===== src/rtl/hs_link_pkg.sv =====
// Shared definitions for the burst handshake link: FSM state encodings and
// a width helper used for the word, receive and delay counters.
package hs_link_pkg;

    typedef enum logic [1:0] {
        M_IDLE,
        M_REQ,
        M_WAIT_LOW,
        M_FIN
    } m_state_e;

    typedef enum logic [1:0] {
        S_WAIT_REQ,
        S_DLY,
        S_ACK_HI
    } s_state_e;

    // Bits needed to hold values 0..n; never less than one bit.
    function automatic int cnt_w(input int n);
        return (n < 1) ? 1 : $clog2(n + 1);
    endfunction

endpackage


===== src/rtl/hs_burst_slave.sv =====
// Slave side of the 4-phase link: samples each word on req, optionally waits
// ACK_DELAY cycles, then holds ack until req drops. Keeps the running burst
// checksum, the last received word and the received-word count.
module hs_burst_slave
    import hs_link_pkg::*;
#(
    parameter int DATA_W    = 8,
    parameter int BURST_LEN = 4,
    parameter int ACK_DELAY = 0
) (
    input  logic                         clk,
    input  logic                         rst,
    input  logic                         clear,
    input  logic                         req,
    input  logic [DATA_W-1:0]            data,
    output logic                         ack,
    output logic [DATA_W-1:0]            last_data,
    output logic [DATA_W-1:0]            checksum,
    output logic [cnt_w(BURST_LEN)-1:0]  rx_count
);

    localparam int RX_W = cnt_w(BURST_LEN);
    localparam int D_W  = cnt_w(ACK_DELAY);

    s_state_e          state_q, state_d;
    logic              ack_q, ack_d;
    logic [D_W-1:0]    cnt_q, cnt_d;
    logic [DATA_W-1:0] last_q, last_d;
    logic [DATA_W-1:0] sum_q, sum_d;
    logic [RX_W-1:0]   rx_q, rx_d;

    // Next-state logic: capture on req, delay, then acknowledge until req falls.
    always_comb begin
        // NOTE: every variable gets a default first so no path can infer a latch.
        state_d = state_q;
        ack_d   = ack_q;
        cnt_d   = cnt_q;
        last_d  = last_q;
        sum_d   = sum_q;
        rx_d    = rx_q;

        // A new burst restarts the accumulation; last_data is kept on purpose.
        if (clear) begin
            sum_d = '0;
            rx_d  = '0;
        end

        case (state_q)
            S_WAIT_REQ: begin
                if (req) begin
                    last_d = data;
                    sum_d  = sum_q + data;
                    rx_d   = rx_q + RX_W'(1);
                    if (ACK_DELAY == 0) begin
                        ack_d   = 1'b1;
                        state_d = S_ACK_HI;
                    end else begin
                        cnt_d   = D_W'(ACK_DELAY);
                        state_d = S_DLY;
                    end
                end
            end
            S_DLY: begin
                if (cnt_q <= D_W'(1)) begin
                    ack_d   = 1'b1;
                    state_d = S_ACK_HI;
                end else begin
                    cnt_d = cnt_q - D_W'(1);
                end
            end
            S_ACK_HI: begin
                if (!req) begin
                    ack_d   = 1'b0;
                    state_d = S_WAIT_REQ;
                end
            end
            default: state_d = S_WAIT_REQ;
        endcase
    end

    // State register with synchronous active-low reset.
    always_ff @(posedge clk) begin
        // NOTE: state registers use non-blocking assignments so all flops update together.
        if (!rst) begin
            state_q <= S_WAIT_REQ;
            ack_q   <= 1'b0;
            cnt_q   <= '0;
            last_q  <= '0;
            sum_q   <= '0;
            rx_q    <= '0;
        end else begin
            state_q <= state_d;
            ack_q   <= ack_d;
            cnt_q   <= cnt_d;
            last_q  <= last_d;
            sum_q   <= sum_d;
            rx_q    <= rx_d;
        end
    end

    assign ack       = ack_q;
    assign last_data = last_q;
    assign checksum  = sum_q;
    assign rx_count  = rx_q;

endmodule


===== src/rtl/hs_burst_link.sv =====
// Burst handshake link: the master FSM sends BURST_LEN words START_VAL,
// START_VAL+STEP, ... over a 4-phase req/ack handshake to the internal slave.
module hs_burst_link
    import hs_link_pkg::*;
#(
    parameter int                DATA_W    = 8,
    parameter int                BURST_LEN = 4,
    parameter logic [DATA_W-1:0] START_VAL = DATA_W'(8'hA0),
    parameter logic [DATA_W-1:0] STEP      = DATA_W'(1),
    parameter int                ACK_DELAY = 0
) (
    input  logic                         clk,
    input  logic                         rst,
    input  logic                         start,
    output logic                         busy,
    output logic                         done,
    output logic                         req,
    output logic                         ack,
    output logic [DATA_W-1:0]            data,
    output logic [DATA_W-1:0]            last_data,
    output logic [DATA_W-1:0]            checksum,
    output logic [cnt_w(BURST_LEN)-1:0]  rx_count
);

    localparam int              K_W    = cnt_w(BURST_LEN);
    localparam logic [K_W-1:0]  K_LAST = K_W'(BURST_LEN - 1);

    m_state_e          state_q, state_d;
    logic              req_q, req_d;
    logic              busy_q, busy_d;
    logic              done_q, done_d;
    logic [DATA_W-1:0] data_q, data_d;
    logic [K_W-1:0]    k_q, k_d;
    logic              clear_burst;

    // Master next-state logic: one req/ack round trip per word, then a done pulse.
    always_comb begin
        state_d     = state_q;
        req_d       = req_q;
        busy_d      = busy_q;
        done_d      = 1'b0;
        data_d      = data_q;
        k_d         = k_q;
        clear_burst = 1'b0;

        case (state_q)
            M_IDLE: begin
                if (start) begin
                    req_d       = 1'b1;
                    data_d      = START_VAL;
                    busy_d      = 1'b1;
                    k_d         = '0;
                    clear_burst = 1'b1;
                    state_d     = M_REQ;
                end
            end
            M_REQ: begin
                if (ack) begin
                    req_d   = 1'b0;
                    state_d = M_WAIT_LOW;
                end
            end
            M_WAIT_LOW: begin
                if (!ack) begin
                    if (k_q != K_LAST) begin
                        k_d     = k_q + K_W'(1);
                        data_d  = data_q + STEP;
                        req_d   = 1'b1;
                        state_d = M_REQ;
                    end else begin
                        done_d  = 1'b1;
                        state_d = M_FIN;
                    end
                end
            end
            M_FIN: begin
                busy_d  = 1'b0;
                state_d = M_IDLE;
            end
            default: state_d = M_IDLE;
        endcase
    end

    // Master state register with synchronous active-low reset.
    always_ff @(posedge clk) begin
        if (!rst) begin
            state_q <= M_IDLE;
            req_q   <= 1'b0;
            busy_q  <= 1'b0;
            done_q  <= 1'b0;
            data_q  <= '0;
            k_q     <= '0;
        end else begin
            state_q <= state_d;
            req_q   <= req_d;
            busy_q  <= busy_d;
            done_q  <= done_d;
            data_q  <= data_d;
            k_q     <= k_d;
        end
    end

    hs_burst_slave #(
        .DATA_W    (DATA_W),
        .BURST_LEN (BURST_LEN),
        .ACK_DELAY (ACK_DELAY)
    ) u_slave (
        .clk       (clk),
        .rst       (rst),
        .clear     (clear_burst),
        .req       (req_q),
        .data      (data_q),
        .ack       (ack),
        .last_data (last_data),
        .checksum  (checksum),
        .rx_count  (rx_count)
    );

    assign req  = req_q;
    assign busy = busy_q;
    assign done = done_q;
    assign data = data_q;

endmodule


===== config.mk =====
export PLATFORM = sky130hd
export DESIGN_NAME = hs_burst_link
export DESIGN_NICKNAME = d
export VERILOG_FILES = /design/src/rtl/hs_link_pkg.sv /design/src/rtl/hs_burst_slave.sv /design/src/rtl/hs_burst_link.sv
export SDC_FILE = /design/constraint.sdc
export NUM_CORES = 1
export LEC_CHECK = 0
export ABC_CLOCK_PERIOD_IN_PS = 2500
export BUFFER_PORTS_ARGS = -buffer_cell sky130_fd_sc_hd__buf_2
export CELL_PAD_IN_SITES_DETAIL_PLACEMENT = 1
export CELL_PAD_IN_SITES_GLOBAL_PLACEMENT = 1
export CORE_MARGIN = 2
export CORE_UTILIZATION = 42
export DETAILED_ROUTE_END_ITERATION = 16
export HOLD_SLACK_MARGIN = 0.1
export PLACE_DENSITY_LB_ADDON = 0.1
export SKIP_CTS_REPAIR_TIMING = 1
export SYNTH_ARGS = -nofsm -noshare
export SYNTH_HDL_FRONTEND = slang
export SYNTH_SLANG_ARGS = --single-unit

===== constraint.sdc =====
create_clock -name clk -period 2.5 [get_ports clk]
set_input_delay 0.5 -clock clk [delete_from_list [all_inputs] [get_ports clk]]
set_output_delay 0.5 -clock clk [all_outputs]
set_load 0.01 [all_outputs]

* Word level (Yosys, flattened, before mapping) *
Cells that the tools add are included.

word-level totals
  bits in registers = 39
  output and inout bits = 31
  word-level logic and storage cells = 85
  bits of input ports = 3

operators by class
  equal/unequal tests = 13
  bitwise gates (word level) = 3
  reduce and logical (&&, ||, !) cells = 15
  mux-type cells = 36
  $lt $le $gt $ge = 1
  add/sub/neg operators = 5

operators with widths
  cell                                                  number
  2-to-1 mux 8 bit                                      6
  2-to-1 mux 3 bit                                      6
  one-hot mux 8 bit (2 select lines)                    1
  2-to-1 mux 2 bit                                      7
  2-to-1 mux 1 bit                                      10
  != test 2 bit (second input constant)                 5
  adder 8 x 1 -> 8 bit (second input constant)          1
  adder 8 bit                                           1
  one-hot mux 2 bit (4 select lines)                    1
  AND reduction 4 bit                                   2
  adder 3 x 1 -> 3 bit (second input constant)          2
  equality test 2 bit (second input constant)           3
  one-hot mux 1 bit (3 select lines)                    2
  one-hot mux 2 bit (3 select lines)                    1
  one-hot mux 3 bit (2 select lines)                    1
  AND reduction 2 bit                                   3
  AND reduction 3 bit                                   2
  nonzero test 3 bit                                    2
  AND reduction 5 bit                                   1
  equality test 2 x 1 -> 1 bit (second input constant)  2
  zero test 2 bit                                       2
  != test 2 x 1 -> 1 bit (second input constant)        2
  nonzero test 2 bit                                    2
  != test 3 x 2 -> 1 bit (second input constant)        1
  other kinds (5)                                       7

* Logic depth before layout (Yosys ltp) *
Gate-level depths: netlist (run 1).

  word-level depth = 5
  depth in mapped cells = 8
  mapped depth without buffers = 8

* By module *
Synthesis (run 1) repeated with hierarchy kept, for this count alone.

second synthesis, totals
  cell total of the unflattened synthesis = 202
  area, all modules = 1,890.6 um^2

modules (own cells, without submodules)
  module          cells an instance  sequential area each (um^2)  area an instance (um^2)  instances
  hs_burst_slave  119                400.4                        1,121.1                  1
  hs_burst_link   83                 320.3                        769.5                    1

* Worst setup path after synthesis (run 1) *
No wires, ideal clock.

  kind = flip-flop to flip-flop
  start = register data_q[2], in the netlist data[2]
  end = register u_slave.sum_q[7], in the netlist u_slave.checksum[7]
  path slack = 0.622 ns
  period minus slack after synthesis = 1.878 ns
  library setup time = 0.058 ns
  required time = 2.442 ns
  arrival time = 1.821 ns
  buffers on the path = 0
  stages on the path, launching flop included = 7
  cell sequence = dfxtp_1 ha_1 a21oi_1 a211oi_1 or4_1 nand3_1 a31o_2

between the ends
  word-level cells in the longest chain between the ends = 3

ends and longest elaborated chain
  element                   RTL line              source
  start: declaration        hs_burst_link.sv:32   logic [DATA_W-1:0] data_q, data_d;
  start signal: assignment  hs_burst_link.sv:98   data_q <= data_d;
  adder 8 bit               hs_burst_slave.sv:52  sum_d = sum_q + data;
  2-to-1 mux 8 bit          hs_burst_slave.sv:50  if (req) begin
  2-to-1 mux 8 bit          hs_burst_slave.sv:48  case (state_q)
  end signal: assignment    hs_burst_slave.sv:96  sum_q <= sum_d;
  end: declaration          hs_burst_slave.sv:29  logic [DATA_W-1:0] sum_q, sum_d;

Every way passes these cells.
A chain may end at the register's enable or synchronous reset.

* Final worst setup path (run 1) *
  start = register k_q[0]
  end = register data_q[5], in the netlist data[5]

between the ends
  word-level cells in the longest chain between the ends = 3

ends and longest elaborated chain
  element                        RTL line             source
  start: declaration             hs_burst_link.sv:33  logic [K_W-1:0] k_q, k_d;
  start signal: assignment       hs_burst_link.sv:99  k_q <= k_d;
  != test 3 x 2 -> 1 bit         hs_burst_link.sv:65  if (k_q != K_LAST) begin
  != test 2 bit (no line)        n/a
  AND reduction 4 bit (no line)  n/a

Every way passes these cells.

==> results.md, run 1 <==
- Simple-gate share of the synthesized area: 24.4%
- GRT Residual Overflow: 0
- Unrepaired setup endpoints after global routing: false
- Hold_ws: 503 ps
- Hold Path Class: reg -> reg
- Clk network pwr share: 31.5%
- Synth Flop Type: dfxtp_1
- DIE HEIGHT: 70.9 um
- DRC: 0
- First-pass GRT wire length: 7710 um
- Switching power share of the total: 31.5%
- Worst EP required: 2690 ps
- GR Util All Layers: 19.1%
- Top-area cell type share of the netlist area: 38.4%
- Antenna diode count: 0
- Mapped cell area: 1880 um2
- Post-synth EDFFs: 0
- Final std cells w/o fill: 288
- Mapped Avg Cell Area: 9.30 um2
- TritonRoute pass-1 iters: 4
- Clock slew at reported path FFs: 70 ps
- Sequential share of power: 47.7%
- R2r worst-path depth: 7
- Max_cap viols: 0
- Syn Nets: 218
- Largest family of logic cells by synthesized area: simple AND/OR/NAND/NOR gates
- Inserted Clock Buffers: 5
- Logic pwr share: 20.8%
- Post-synthesis mux area share: 5.33%
- Setup CP Type: reg -> reg
- CTS sink count: 36
- Adder-cell share of the synthesized area: 9.06%
- Vias: 1580
- CTS tree: done
- Async S/R FF share, synth: 0%
- Vias/cell: 5.49
- Ranking of synthesized cells by area: dfxtp_1 (38%), ha_1 (8.0%), nor2b_1 (6.3%)
- Xor and xnor area share after synthesis: 4.66%
- Sum Neg Setup Slack: 0 ps
- Switching power: 441 uW
- #FFs+latches synth: 36
- Dpl hpwl: 3400 um
- Slew Limit Fails: 0
- Data arrival, critical path: 2340 ps
- CP Launch Type: flop
- Drt total wl: 4530 um
- Final setup vio count: 0
- Final Hold Vio Count: 0
- Clk Latency, worst-skew pair: 290 ps
- Htree depth: 2
- Gate count of the mapped netlist: 202
- Inst Count DP: 280
- Final Critical Period: 2150 ps
- Antenna viol nets, final: 0
- Initial antenna violation count: 0
- Final design utilization: 50.3%
- Post-synthesis sequential area ratio: 38.4%
- Drt initial violations: 56
- P_leak: 0.000970 uW
- P per Cell Area: 643 nW/um2
- Die width: 70.9 um
- Longest Clk Path Bufs: 2
- Least-Margin Pin Slew: 784 ps
- Gpl congestion: 0.754
- Worst slew margin: 47.5%
- Post-synthesis cell type count: 43
- Area Growth Syn to Fin: 15.9%
- Final nets: 251
- Cell taking the most area after synthesis: dfxtp_1
- Top-count cell post-synth: dfxtp_1
- Largest fanout on the critical path: 14
- CORE AREA: 4320 um2
- Pint: 958 uW
- I/O Buffers: 33
- Initial Util: 43.4%
- Io pins: 34
- Synth top cells by count: dfxtp_1 (36), nor2b_1 (19), nor2_1 (14), ha_1 (12), mux2i_1 (10)
- Vias in the first global route: 1608
- Pin count of the biggest net entering global routing: 24
- DR WL/cell: 15.7 um
- Fin Clk Skew: 3.78 ps
- Peak supply drop: 0.418 mV
- Die area: 5020 um2
- Yosys Warn Count: 0
- Share of cells above drive strength 1: 20.8%
- Status: finished clean
- Synth Area in Compound Gates: 13.9%
- Period utilization: 86.2%
- Power consumption: 1400 uW
- Clock root buffer: clkbuf_8
- Fmax: 464 MHz
- Core Rows: 24
- Hold path depth: 2
- Setup crit end kind: flop
-- power by group through the flow --
stage / logic [uW] / clock network, uW / registers, uW
6_report: 292 / 441 / 667
5_1_grt: 325 / 479 / 677
3_3_place_gp: 277 / 0 / 676
2_1_floorplan: 229 / 0 / 667
4_1_cts: 296 / 455 / 668
3_5_place_dp: 295 / 0 / 682
-- final cells by class --
cell class / count / area (um2)
sequential: 36 / 721
clock buffer: 6 / 82.6
clock inverter: 2 / 13.8
fill: 519 / 2150
multi-input combinational: 149 / 1080
timing repair buffer: 37 / 195
inverter: 6 / 22.5
tap: 52 / 65.1
-- sequential cells by signal (all words and copies together) (netlist names) --
signal and cells:
state_q 2, u_slave.checksum 8, k_q 3, req 1, u_slave.state_q 1, data 8
busy 1, done 1, u_slave.last_data 8, u_slave.rx_count 3
-- routing by layer --
metal  vias to the layer above  routed length (um)  global-route usage, %
li1                        776                   -                      -
met1                       764                2020                   23.4
met2                        33                2250                   32.4
met3                         7                 172                   4.42
met4                         0                  87                   7.34
met5                         -                   0                      0
-- stage by stage --
step / instance area (um2) / setup slack [ps]
after detailed placement: 2080 / 353
final: 2180 / 346
after floorplan: 1880 / 622
after global placement: 2080 / 445
after global routing: 2180 / 215
after CTS: 2180 / 329
-- worst max-delay path, cell delays in order, from the launching register on --
cell	delay (ps)
dfxtp_1	330
ha_1	200
ha_1	230
or3b_4	410
a21oi_4	360
nand4_1	180
xnor2_1	160
o21a_1	180
-- kinds of logic after synthesis --
group,after synthesis
xor gates and xnor gates,10
DFF,36
adders and majority gates,13
buffers and inverters,17
AOI/OAI and AO/OA,38
muxes,10
and+or+nand+nor,78
-- path summary, 6_finish.rpt --
| path | start | end | slack (ps) |
|---|---|---|---|
| worst max register to register | k_q[0] | data[5] | 350 |
| worst max-delay path | k_q[0] | data[5] | 350 |
| worst min-delay path | u_slave.checksum[6] | u_slave.checksum[6] | 500 |
| worst min register to register | u_slave.checksum[6] | u_slave.checksum[6] | 500 |
-- placed cells by master, fill, tap and decap left out, types with 2 or more instances in the layout --
| master | instances |
|---|---|
| a21boi_0 | 3 |
| a21oi_1 | 6 |
| a22oi_1 | 4 |
| and2_1 | 8 |
| and4_1 | 2 |
| buf_2 | 33 |
| buf_4 | 4 |
| clkbuf_8 | 6 |
| dfxtp_1 | 36 |
| ha_1 | 12 |
| inv_1 | 6 |
| mux2i_1 | 10 |
| nand2_1 | 8 |
| nand2b_1 | 3 |
| nand3_1 | 9 |
| nand4_1 | 3 |
| nor2_1 | 14 |
| nor2b_1 | 19 |
| nor4b_1 | 2 |
| o21a_1 | 4 |
| o21ai_0 | 9 |
| o22ai_1 | 3 |
| or3_1 | 2 |
| xnor2_1 | 5 |
| xor2_1 | 5 |
Power figures use the tool's default switching activity.
==> inputs of run 2 (changes only) <==
--- a/config.mk
+++ b/config.mk
@@ -5,7 +5,7 @@
 export SDC_FILE = /design/constraint.sdc
 export NUM_CORES = 1
 export LEC_CHECK = 0
-export ABC_CLOCK_PERIOD_IN_PS = 2500
+export ABC_CLOCK_PERIOD_IN_PS = 2100
 export BUFFER_PORTS_ARGS = -buffer_cell sky130_fd_sc_hd__buf_2
 export CELL_PAD_IN_SITES_DETAIL_PLACEMENT = 1
 export CELL_PAD_IN_SITES_GLOBAL_PLACEMENT = 1
==> constraint.sdc (replaced) <==
create_clock -name clk -period 2.1 [get_ports clk]
set_input_delay 0.42 -clock clk [delete_from_list [all_inputs] [get_ports clk]]
set_output_delay 0.42 -clock clk [all_outputs]
set_load 0.01 [all_outputs]
==> results.md, run 2 (synthesis results as in run 1) <==
- Sum Neg Setup Slack: 0 ps (unchanged)
- Io pins: 34 (unchanged)
- TritonRoute pass-1 iters: 4 (unchanged)
- Drt total wl: 4570 um (+0.95%)
- Die area: 5020 um2 (unchanged)
- Die width: 70.9 um (unchanged)
- Area Growth Syn to Fin: 20.9%
- CTS sink count: 36 (unchanged)
- Vias: 1602 (+1.4%)
- Final Hold Vio Count: 0 (unchanged)
- Largest fanout on the critical path: 8 (-6)
- Least-Margin Pin Slew: 538 ps (-246 ps)
- Gpl congestion: 0.756 (+0.24%)
- Inserted Clock Buffers: 5 (unchanged)
- Antenna viol nets, final: 0 (unchanged)
- Drt initial violations: 47 (-16%)
- Unrepaired setup endpoints after global routing: false
- GRT Residual Overflow: 0 (unchanged)
- Clk Latency, worst-skew pair: 290 ps (about the same)
- Core Rows: 24 (unchanged)
- Setup CP Type: reg -> reg
- Max_cap viols: 0 (unchanged)
- Antenna diode count: 0 (unchanged)
- CP Launch Type: flop
- Worst slew margin: 63.7% (+16 points)
- Vias/cell: 5.38 (-2.0%)
- DRC: 0 (unchanged)
- Initial antenna violation count: 0 (unchanged)
- Data arrival, critical path: 2220 ps (-120 ps)
- Fin Clk Skew: 4.90 ps (+1.12 ps)
- P per Cell Area: 792 nW/um2 (+23%)
- P_leak: 0.00102 uW (+5.7%)
- Power consumption: 1800 uW (+29%)
- Final setup vio count: 0 (unchanged)
- CORE AREA: 4320 um2 (unchanged)
- GR Util All Layers: 19.2% (+0.15 points)
- Peak supply drop: 0.413 mV (-1.0%)
- Htree depth: 2 (unchanged)
- Pin count of the biggest net entering global routing: 29 (+21%)
- Final nets: 261 (+4.0%)
- Clock root buffer: clkbuf_8
- Slew Limit Fails: 0 (unchanged)
- Longest Clk Path Bufs: 2 (unchanged)
- Period utilization: 94.3% (+8.1 points)
- DR WL/cell: 15.3 um (-2.4%)
- Dpl hpwl: 3300 um (-2.8%)
- Share of cells above drive strength 1: 24.0% (+3.2 points)
- Worst EP required: 2340 ps (-350 ps)
- Fmax: 505 MHz (+8.8%)
- CTS tree: done
- Commonest cells after routing, fill and taps aside: dfxtp_1 (36), buf_2 (33), nor2b_1 (19)
- Setup crit end kind: flop
- Status: finished clean
- DIE HEIGHT: 70.9 um (unchanged)
- Clock slew at reported path FFs: 70 ps (about the same)
- Hold Path Class: reg -> reg
- Commonest non-fill, non-tap cell in the layout: dfxtp_1
- Initial Util: 43.4% (unchanged)
- First-pass GRT wire length: 7600 um (-1.4%)
- I/O Buffers: 33 (unchanged)
- Vias in the first global route: 1587 (-1.3%)
- Final Critical Period: 1980 ps (-175 ps)
[run 2: worst max-delay path, cell delays in order (launching register included)]
cell and delay (ps):
dfxtp_1 330, ha_1 200, ha_1 220, or3b_4 410, a21oi_4 230, buf_6 160
nand2_1 80, mux2i_1 150, and2_1 140
[run 2: final timing paths]
| kind | from | slack [ps] | endpoint | cells after the start |
|---|---|---|---|---|
| worst max register to register | k_q[0] | 120 | data[0] | 8 |
| worst min-delay path | k_q[1] | 490 | k_q[1] | 2 |
| worst max-delay path | k_q[0] | 120 | data[0] | 8 |
| worst min register to register | k_q[1] | 490 | k_q[1] | 2 |
[run 2: routing by layer]
layer	part of all wire (%)	track usage, %
met3	4.4	4.84
met5	0	0
met4	1.6	6.08
met2	50	34.0
met1	44	22.8
[run 2: stage by stage]
stage | cell area [um2] | utilization, % | std cells | setup WS [ps] | hold slack [ps]
after global placement | 2130 | 49.3 | 287 | 164 | 469
after detailed placement | 2130 | 49.3 | 287 | 117 | 494
after floorplan | 1880 | - | 202 | 222 | 458
after CTS | 2240 | 51.9 | 295 | 45.8 | 506
after global routing | 2270 | 52.5 | 298 | 1.99 | 520
final | 2270 | 52.5 | 298 | 121 | 494
[run 2: final cells by class]
| type | instances | area, um2 |
|---|---|---|
| clock buffers | 5 | 68.8 |
| clock inverters | 3 | 42.5 |
| fillers | 519 | 2050 |
| inverters | 6 | 22.5 |
| multi-input cells | 149 | 1080 |
| flip-flops and latches | 36 | 721 |
| well taps | 52 | 65.1 |
| repair buffers | 47 | 274 |
[run 2: report_power, final]
| group | leakage (uW) | total (uW) | internal (uW) | switching, uW |
|---|---|---|---|---|
| sequential | 0.000292 | 785 | 724 | 60.6 |
| combinational | 0.000679 | 393 | 181 | 212 |
| clock | 0.0000541 | 622 | 351 | 270 |
==> inputs of run 3 (changes only) <==
--- a/config.mk
+++ b/config.mk
@@ -9,7 +9,7 @@
 export BUFFER_PORTS_ARGS = -buffer_cell sky130_fd_sc_hd__buf_2
 export CELL_PAD_IN_SITES_DETAIL_PLACEMENT = 1
 export CELL_PAD_IN_SITES_GLOBAL_PLACEMENT = 1
-export CORE_MARGIN = 2
+export CORE_MARGIN = 3
 export CORE_UTILIZATION = 42
 export DETAILED_ROUTE_END_ITERATION = 16
 export HOLD_SLACK_MARGIN = 0.1
@@ -17,4 +17,5 @@
 export SKIP_CTS_REPAIR_TIMING = 1
 export SYNTH_ARGS = -nofsm -noshare
 export SYNTH_HDL_FRONTEND = slang
+export SYNTH_HIERARCHICAL = 1
 export SYNTH_SLANG_ARGS = --single-unit
==> results.md, run 3 <==
- Status: finished clean
- R2r worst-path depth: 8 (unchanged)
- Post-synthesis mux area share: 5.82% (+0.49 points)
- Final Critical Period: 1900 ps (-78.3 ps)
- Die area: 5340 um2 (+6.4%)
- Core Rows: 23 (-4.2%)
- Clock slew at reported path FFs: 70 ps (about the same)
- P per Cell Area: 738 nW/um2 (-6.9%)
- CP Launch Type: flop
- Vias/cell: 5.51 (+2.6%)
- Mapped Avg Cell Area: 9.36 um2 (+0.67%)
- Final nets: 256 (-1.9%)
- GRT Residual Overflow: 0 (unchanged)
- Dpl hpwl: 3590 um (+8.7%)
- Cell taking the most area after synthesis: dfxtp_1
- Inserted Clock Buffers: 5 (unchanged)
- Post-synth EDFFs: 0 (unchanged)
- Crit-path leading delay family: adder cells
- Clk Latency, worst-skew pair: 290 ps (about the same)
- Fin Clk Skew: 6.18 ps (+1.28 ps)
- Final Hold Vio Count: 0 (unchanged)
- Initial antenna violation count: 0 (unchanged)
- Initial Util: 45.3% (+1.9 points)
- Antenna viol nets, final: 0 (unchanged)
- Slowest stage cell on the critical path: fa_1
- Simple-gate share of the synthesized area: 22.0% (-2.3 points)
- Post-synthesis sequential area ratio: 38.1% (-0.25 points)
- DR WL/cell: 16.7 um (+8.9%)
- Setup crit end kind: flop
- Least-Margin Pin Slew: 529 ps (-8.86 ps)
- Buf+Inv Stages, Crit Path: 1 (unchanged)
- Setup CP Type: reg -> reg
- GR Util All Layers: 19.6% (+0.36 points)
- Drt initial violations: 51 (+8.5%)
- Hold_ws: 487 ps (-7.00 ps)
- Vias: 1588 (-0.87%)
- Syn Nets: 218 (unchanged)
- Synth Flop Type: dfxtp_1
- Final setup vio count: 0 (unchanged)
- Final design utilization: 52.4% (-0.13 points)
- First-pass GRT wire length: 8110 um (+6.6%)
- Largest family of logic cells by synthesized area: simple AND/OR/NAND/NOR gates
- Longest Clk Path Bufs: 2 (unchanged)
- Hold Path Class: reg -> reg
- Unrepaired setup endpoints after global routing: false
- GRT met3 Usage: 5.10% (+0.25 points)
- Fillers: 514 (-0.96%)
- Met1 usage: 20.8% (-2.0 points)
- Htree depth: 2 (unchanged)
- CORE AREA: 4170 um2 (-3.5%)
- Synth Area in Compound Gates: 16.1% (+2.2 points)
- Peak supply drop: 0.495 mV (+20%)
- Met2 GRT Util: 37.6% (+3.7 points)
- Data arrival, critical path: 2100 ps (-120 ps)
- Async S/R FF share, synth: 0% (unchanged)
- Commonest cells after routing, fill and taps aside: dfxtp_1 (36), buf_2 (33), nor2_1 (15)
- Critical Path Source: data[0]
- Commonest non-fill, non-tap cell in the layout: dfxtp_1
- Fmax: 526 MHz (+4.1%)
- Xor and xnor area share after synthesis: 4.63% (-0.031 points)
- Yosys Warn Count: 6 (+6)
- Dpl ws: 96.4 ps (-20.2 ps)
- Share of cells above drive strength 1: 23.1% (-0.87 points)
- Ranking of synthesized cells by area: dfxtp_1 (38%), ha_1 (7.9%), mux2i_1 (5.8%)
- FF-to-FF Start: data[0]
- CTS sink count: 36 (unchanged)
- Post-route cell area: 2190 um2 (-3.7%)
- TritonRoute pass-1 iters: 4 (unchanged)
- Area after detailed placement: 2100 um2 (-1.5%)
- Top-area cell type share of the netlist area: 38.1% (-0.25 points)
- Vias in the first global route: 1808 (+14%)
- DRC: 0 (unchanged)
- Largest fanout on the critical path: 3 (-5)
- R2R Path End: u_slave/checksum[6]
- Pin count of the biggest net entering global routing: 22 (-24%)
- P_leak: 0.000907 uW (-11%)
- Gpl congestion: 0.781 (+3.4%)
- Period utilization: 90.5% (-3.7 points)
- Sum Neg Setup Slack: 0 ps (unchanged)
- Worst EP required: 2300 ps (-40 ps)
- I/O Buffers: 33 (unchanged)
- Antenna diode count: 0 (unchanged)
- Clock root buffer: clkbuf_8
- Drt total wl: 4810 um (+5.2%)
- Slew Limit Fails: 0 (unchanged)
- #FFs+latches synth: 36 (unchanged)
- CP max stage delay: 400 ps (about the same)
- Top Usage Layer GRT: met2
- Internal reg-to-reg setup slack: 200 ps (+80 ps)
- Top-count cell post-synth: dfxtp_1
- CP endpoint: u_slave/checksum[6]
- Crit path cell chain: ha_1 -> inv_1 -> fa_1 -> nor2b_2 -> o21ai_2 -> a21oi_1 -> nor3_1 -> o31ai_2
- Gate count of the mapped netlist: 202 (unchanged)
- Worst slew margin: 64.7% (+0.97 points)
- Die width: 73.1 um (+3.1%)
- Max_cap viols: 0 (unchanged)
- Adder-cell share of the synthesized area: 9.00% (-0.060 points)
- CTS tree: done
- Mapped cell area: 1890 um2 (+0.67%)
- Io pins: 34 (unchanged)
- DIE HEIGHT: 73.1 um (+3.1%)
- Setup WS post-layout: 199 ps (+78.3 ps)
- Post-synthesis cell type count: 46 (+7.0%)
- Crit path depth: 8 (unchanged)
- Area Growth Syn to Fin: 15.6%
- Synth top cells by count: dfxtp_1 (36), nor2_1 (15), nand2_1 (13), ha_1 (12)
## run 3: changes by cell type in the layout (fill, tap and decap cells not counted), moves of 6 or more
cell	before	now
nand3_1	9	3
buf_4	13	7
o21ai_1	0	8
nor3_1	0	6
nor2b_1	19	11
## run 3: worst min path at each step
stage / startpoint / end / slack [ps] / cells past startpoint
after floorplan: k_q[1] / k_q[1] / 440 / 2
after global placement: k_q[1] / k_q[1] / 450 / 2
after detailed placement: k_q[1] / k_q[1] / 480 / 2
after CTS: k_q[1] / k_q[1] / 490 / 2
after global routing: k_q[1] / k_q[1] / 510 / 2
final: k_q[1] / k_q[1] / 490 / 2
## run 3: where the power goes
group	switching [uW]	total [uW]	internal [uW]
combinational	204	362	159
clock	241	455	214
sequential	73.6	796	722
## run 3: worst reg2reg max path: cells and delay by family, from the launching register on
kind | cells | cell delay [ps]
adder cells (fa/ha/maj) | 2 | 630
buffers and inverters | 1 | 70
AO/OA/AOI/OAI | 3 | 500
AND/OR/NAND/NOR | 2 | 270
flip-flops | 1 | 350
## run 3: cell type report
cell class	count	area, um2	area share (%)
sequential	36	721	33.0
timing repair buffer	40	218	9.96
inverter	7	26.3	1.20
clock buffer	5	68.8	3.15
multi-input combinational	150	1090	49.9
tap	50	62.6	2.86
## run 3: logic make-up after synthesis
| family | after synthesis |
|---|---|
| buffers and inverters | 16 |
| AOI/OAI and AO/OA | 44 |
| and+or+nand+nor | 72 |
| DFF | 36 |
| xor gates and xnor gates | 10 |
| adders and majority gates | 13 |
| muxes | 11 |
## run 3: per-layer routing
layer	part of all wire (%)	vias up
li1	-	781
met1	42	772
met2	52	28
met3	4.1	7
met4	1.3	0
met5	0	-
## run 3: per-stage QoR
stage / power [uW] / std cells
after CTS: 1620 / 286
after global placement: 1160 / 281
final: 1610 / 288
after global routing: 1700 / 288
after detailed placement: 1180 / 281
after floorplan: 1070 / 202
